==> src/rtl/reduce_accum.sv <==
// Streaming signed reduction (saturating sum / max / min) over a run of len elements.
// A single FSM gates the input handshake and holds the result until the consumer takes it.
//
// state | meaning
// IDLE  | waiting for start; op/len latched and accumulator seeded on start
// ACCUM | accepting elements until remaining reaches zero
// DONE  | result presented on out_data/out_sat until out_ready
module reduce_accum #(
    parameter int WIDTH = 16,
    parameter int CNT_W = 8
) (
    input  logic                    clk,
    input  logic                    rst,
    input  logic                    start,
    input  logic [1:0]              op,
    input  logic [CNT_W-1:0]        len,
    input  logic                    in_valid,
    output logic                    in_ready,
    input  logic signed [WIDTH-1:0] in_data,
    output logic                    out_valid,
    input  logic                    out_ready,
    output logic signed [WIDTH-1:0] out_data,
    output logic                    out_sat,
    output logic                    busy
);

    typedef enum logic [1:0] {
        IDLE  = 2'd0,
        ACCUM = 2'd1,
        DONE  = 2'd2
    } state_t;

    localparam logic signed [WIDTH-1:0] MAX_POS = {1'b0, {(WIDTH-1){1'b1}}};
    localparam logic signed [WIDTH-1:0] MIN_NEG = {1'b1, {(WIDTH-1){1'b0}}};
    localparam logic [CNT_W-1:0]        CNT_ONE = {{(CNT_W-1){1'b0}}, 1'b1};

    state_t                    state, state_nxt;
    logic [1:0]                op_q;
    logic [CNT_W-1:0]          remaining;
    logic signed [WIDTH-1:0]   acc;
    logic                      sat;

    logic signed [WIDTH:0]     sum_ext;
    logic signed [WIDTH-1:0]   acc_upd;
    logic                      sat_upd;
    logic signed [WIDTH-1:0]   identity;
    logic                      handshake;

    assign handshake = (state == ACCUM) && in_valid;

    // Sign-extended sum: overflow shows up as the top two bits disagreeing.
    assign sum_ext = {acc[WIDTH-1], acc} + {in_data[WIDTH-1], in_data};

    always_comb begin
        acc_upd = acc;
        sat_upd = 1'b0;
        case (op_q)
            2'b01: begin
                if (in_data > acc) acc_upd = in_data;
            end
            2'b10: begin
                if (in_data < acc) acc_upd = in_data;
            end
            default: begin
                if (sum_ext[WIDTH] != sum_ext[WIDTH-1]) begin
                    sat_upd = 1'b1;
                    acc_upd = sum_ext[WIDTH] ? MIN_NEG : MAX_POS;
                end else begin
                    acc_upd = sum_ext[WIDTH-1:0];
                end
            end
        endcase
    end

    always_comb begin
        case (op)
            2'b01:   identity = MIN_NEG;
            2'b10:   identity = MAX_POS;
            default: identity = '0;
        endcase
    end

    always_ff @(posedge clk) begin
        if (rst) begin
            state <= IDLE;
        end else begin
            state <= state_nxt;
        end
    end

    always_comb begin
        state_nxt = state;
        case (state)
            IDLE: begin
                if (start) state_nxt = (len == '0) ? DONE : ACCUM;
            end
            ACCUM: begin
                if (in_valid && remaining == CNT_ONE) state_nxt = DONE;
            end
            DONE: begin
                if (out_ready) state_nxt = IDLE;
            end
            default: state_nxt = IDLE;
        endcase
    end

    always_ff @(posedge clk) begin
        if (rst) begin
            op_q      <= 2'b00;
            remaining <= '0;
            acc       <= '0;
            sat       <= 1'b0;
        end else if (state == IDLE && start) begin
            op_q      <= op;
            remaining <= len;
            acc       <= identity;
            sat       <= 1'b0;
        end else if (handshake) begin
            acc       <= acc_upd;
            sat       <= sat | sat_upd;
            remaining <= remaining - CNT_ONE;
        end
    end

    assign in_ready  = (state == ACCUM);
    assign out_valid = (state == DONE);
    assign out_data  = (state == DONE) ? acc : '0;
    assign out_sat   = (state == DONE) ? sat : 1'b0;
    assign busy      = (state != IDLE);

endmodule

==> config.mk <==
export PLATFORM = sky130hd
export DESIGN_NAME = reduce_accum
export DESIGN_NICKNAME = d
export VERILOG_FILES = /design/src/rtl/reduce_accum.sv
export SDC_FILE = /design/constraint.sdc
export NUM_CORES = 1
export LEC_CHECK = 0
export ABC_AREA = 1
export CORE_UTILIZATION = 35
export CTS_BUF_LIST = sky130_fd_sc_hd__clkbuf_8 sky130_fd_sc_hd__clkbuf_16
export CTS_CLUSTER_DIAMETER = 30
export DETAILED_ROUTE_END_ITERATION = 8
export GPL_TIMING_DRIVEN = 0
export PLACE_DENSITY = 0.59
export SLEW_MARGIN = 20
export SYNTH_ARGS = -nofsm -noshare
export SYNTH_HDL_FRONTEND = slang
export SYNTH_SLANG_ARGS = --single-unit
==> constraint.sdc <==
create_clock -name clk -period 2.75 [get_ports clk]
set_clock_uncertainty 0.2 [all_clocks]
set_input_delay 0.55 -clock clk [delete_from_list [all_inputs] [get_ports clk]]
set_output_delay 0.55 -clock clk [all_outputs]
set_load 0.01 [all_outputs]
==> results.md <==
* Run status: finished with violations
* Failing checks: DRC
* Ys async rst share at 0%
* Pin count of the biggest net entering global routing at 17
* Number of hold buffers added after cts at 0
* Max cap viols at 0
* Initial core utilization at around 36%
* RePlAce Congestion at 0.8709
* Yosys reg bits at 29
* Clk buf depth at 2
* Clock latency on the worst-skew pair at 0.29 ns
* DIE WIDTH at 97.70 um
* First-pass GRT wire length at 15590 um
* Register-to-register setup slack at 0.25 ns
* Via density at around 4.9
* Worst Reg2Reg Path Length in Cells at 14
* Most common cell after layout, fill and taps aside: nand2_1
* Syn_nets at 605
* Min-delay worst type: flop to flop
* GR Util All Layers at 20.03%
* Seq/Total Area, Yosys at 18.11%
* Nets at 675
* Hold slack at 0.2700 ns
* Setup violations, final at 0
* Kind of critical path: flop to output port
* Crit path time final at 2.593 ns
* Endpoint with the worst hold slack: sat
* Post-synth top flop: dfxtp_1
* Fillers at 914
* Worst Hold Path Cells at 2
* CTS clk-pin slew, worst paths at around 0.070 ns
* Req. time, crit path at 2.00 ns
* Total congestion overflow at 0
* Layout cells sized above 1 at ~14%
* Initial drt markers at 181
* H-tree lvl count at 2
* Final Power at 2.531 mW
* Antenna diodes at 0
* WL/cell at 13.15 um
* CP Capture Type: output port
* Post-synth EDFFs at 0
* Num CTS Buffers at 5
* Crit path launch type: flop
* Initial antenna violation count at 0
* R2R Path End: acc[14]
* Worst Min Path Start: sat
* Vias in the first global route at about 3400
* Slew Viols, Final at 0
* Post-synthesis cell type count at 37
* Crit-path max FO at 10
* Remaining routing DRC violations at 2
* Setup ws final at between 0.15 and 0.2 ns
* Clk sinks at 29
* Commonest non-fill, non-tap cells in the layout: 153 x nand2_1, 75 x nor2_1, 74 x inv_1
* Cell count after synthesis at 537
* Height of the die at slightly below 100 um
* P_leak at 2.168 nW
* Part of the cycle the worst path needs at 94.29%
* Fmax at 0.3856 GHz
* Io pins at 51
* CTS tree: done
* Syn Area/Cell at 5.969 sq um
* Fin cells at 716
* Total number of vias at 3499
* Pre-antenna DRT Iters at 6
* Worst r2r src: acc[15]
* Actual slew at the worst max-slew pin at approximately 0.61 ns
* # rows at 34
* Placed Instances at approximately 690
* Dpl ws at -0.8514 ns
* Synthesized area at 0.003206 sq mm
* Final Hold Vio Count at 0
* Post-Route Setup TNS at 0 ns
* Rel. slew slack at 59.05%
* Critical Path AT at about 1.8 ns
* VDD IR max at around 0.22 mV
* DIE AREA at 0.009545 sq mm
* Multi-input gate area at ~0.0024 sq mm
* Detail Placement HPWL at 6960 um
* Area growth, synth to finish at 33.68%
* Port Buf Inserts at 49
* Core region area at 0.008806 sq mm
* Seq. cell area at 580.6 sq um
* Yosys warnings at 0
* Clk root buf: clkbuf_8
* Antenna viol nets, final at 0
* Routed wire length at roughly 9400 um
* Power Density at 590.6 mW/mm^2
layout make-up:
type / count / area share, %
Buffer: 13 / 2.015
Clock buffer: 6 / 1.927
Clock inverter: 2 / 0.7883
Inverter: 83 / 7.387
Multi-Input combinational cell: 411 / 56.64
Sequential cell: 29 / 13.55
Tap cell: 108 / 3.153
Timing Repair Buffer: 64 / 14.54
what timing repair did:
action	CTS	global route
endpoints found under the setup margin	27	29
pin swaps	9	15
resized for setup	27	37
setup buffers	7	7
cloned	1	0
synthesized netlist by cell type (2+ instances only):
cell type | number | share of area [%]
nand2_2 | 3 | 0.59
xor2_1 | 12 | 3.3
inv_1 | 77 | 9.0
a31oi_1 | 6 | 1.2
o21a_1 | 2 | 0.47
buf_6 | 4 | 1.4
a21oi_1 | 36 | 5.6
nand2_4 | 3 | 1.1
nor3_2 | 2 | 0.62
nor2_1 | 78 | 9.1
ha_1 | 36 | 14
nor3_1 | 6 | 0.94
o21bai_1 | 3 | 0.70
inv_2 | 5 | 0.59
dfxtp_1 | 29 | 18
nand3_1 | 21 | 3.3
nand2_1 | 157 | 18
o21ai_0 | 22 | 3.4
a21oi_4 | 2 | 1.0
xnor2_1 | 2 | 0.55
clkbuf_1 | 7 | 0.82
nand4_1 | 3 | 0.59
buf_4 | 2 | 0.47
and2_1 | 2 | 0.39
a41oi_1 | 2 | 0.55
nand3_2 | 2 | 0.62
nor2_2 | 3 | 0.59
cell families after synthesis:
family,synth area share (%)
AOI/OAI and AO/OA,13.51
xor gates and xnor gates,3.825
adders and majority gates,14.68
buffers and inverters,12.53
DFF,18.11
and+or+nand+nor,37.35
flip-flops by register name, summed over array words and instances (netlist names):
| name | cells |
|---|---|
| remaining | 8 |
| op_q | 2 |
| sat | 1 |
| acc | 16 |
| state | 2 |
worst max path at each step:
stage | slack [ns] | endpoint | depth (start not counted) | start
finish | 0.16 | out_data[13] | 6 | state[1]
global route | -0.01 | acc[1] | 18 | in_data[7]
CTS | -0.01 | acc[14] | 16 | in_data[5]
detailed placement | -0.85 | acc[0] | 15 | in_data[0]
global placement | -0.85 | acc[1] | 15 | in_data[0]
floorplan | 0.15 | acc[0] | 14 | in_data[0]
through the flow:
step | utilization (%) | instance area, sq um
6_report | 48.66 | 4285
5_1_grt | 48.66 | 4285
4_1_cts | 46.42 | 4088
3_5_place_dp | 43.51 | 3831
3_3_place_gp | 43.51 | 3831
2_1_floorplan | - | 3206
where the power goes:
group	leakage, nW	switching, mW	internal (mW)
combinational	1.87	0.897	0.618
clock	0.0626	0.193	0.292
sequential	0.240	0.0427	0.488
critical path, cell delays in order (launching register included):
cell and delay [ns]:
dfxtp_1 0.38, inv_1 0.07, nor2_2 0.12, clkinv_2 0.09
clkbuf_4 0.22, nor2_1 0.12, clkdlybuf4s50_1 0.55
layer usage:
metal	track usage (%)	vias up	share of wire, %
met2	36.39	75	48
met3	3.022	13	3.9
li1	-	1809	-
met5	0	-	0
met1	24.64	1602	46
met4	4.895	0	1.6
No activity file was read; power rests on OpenSTA's default activity.
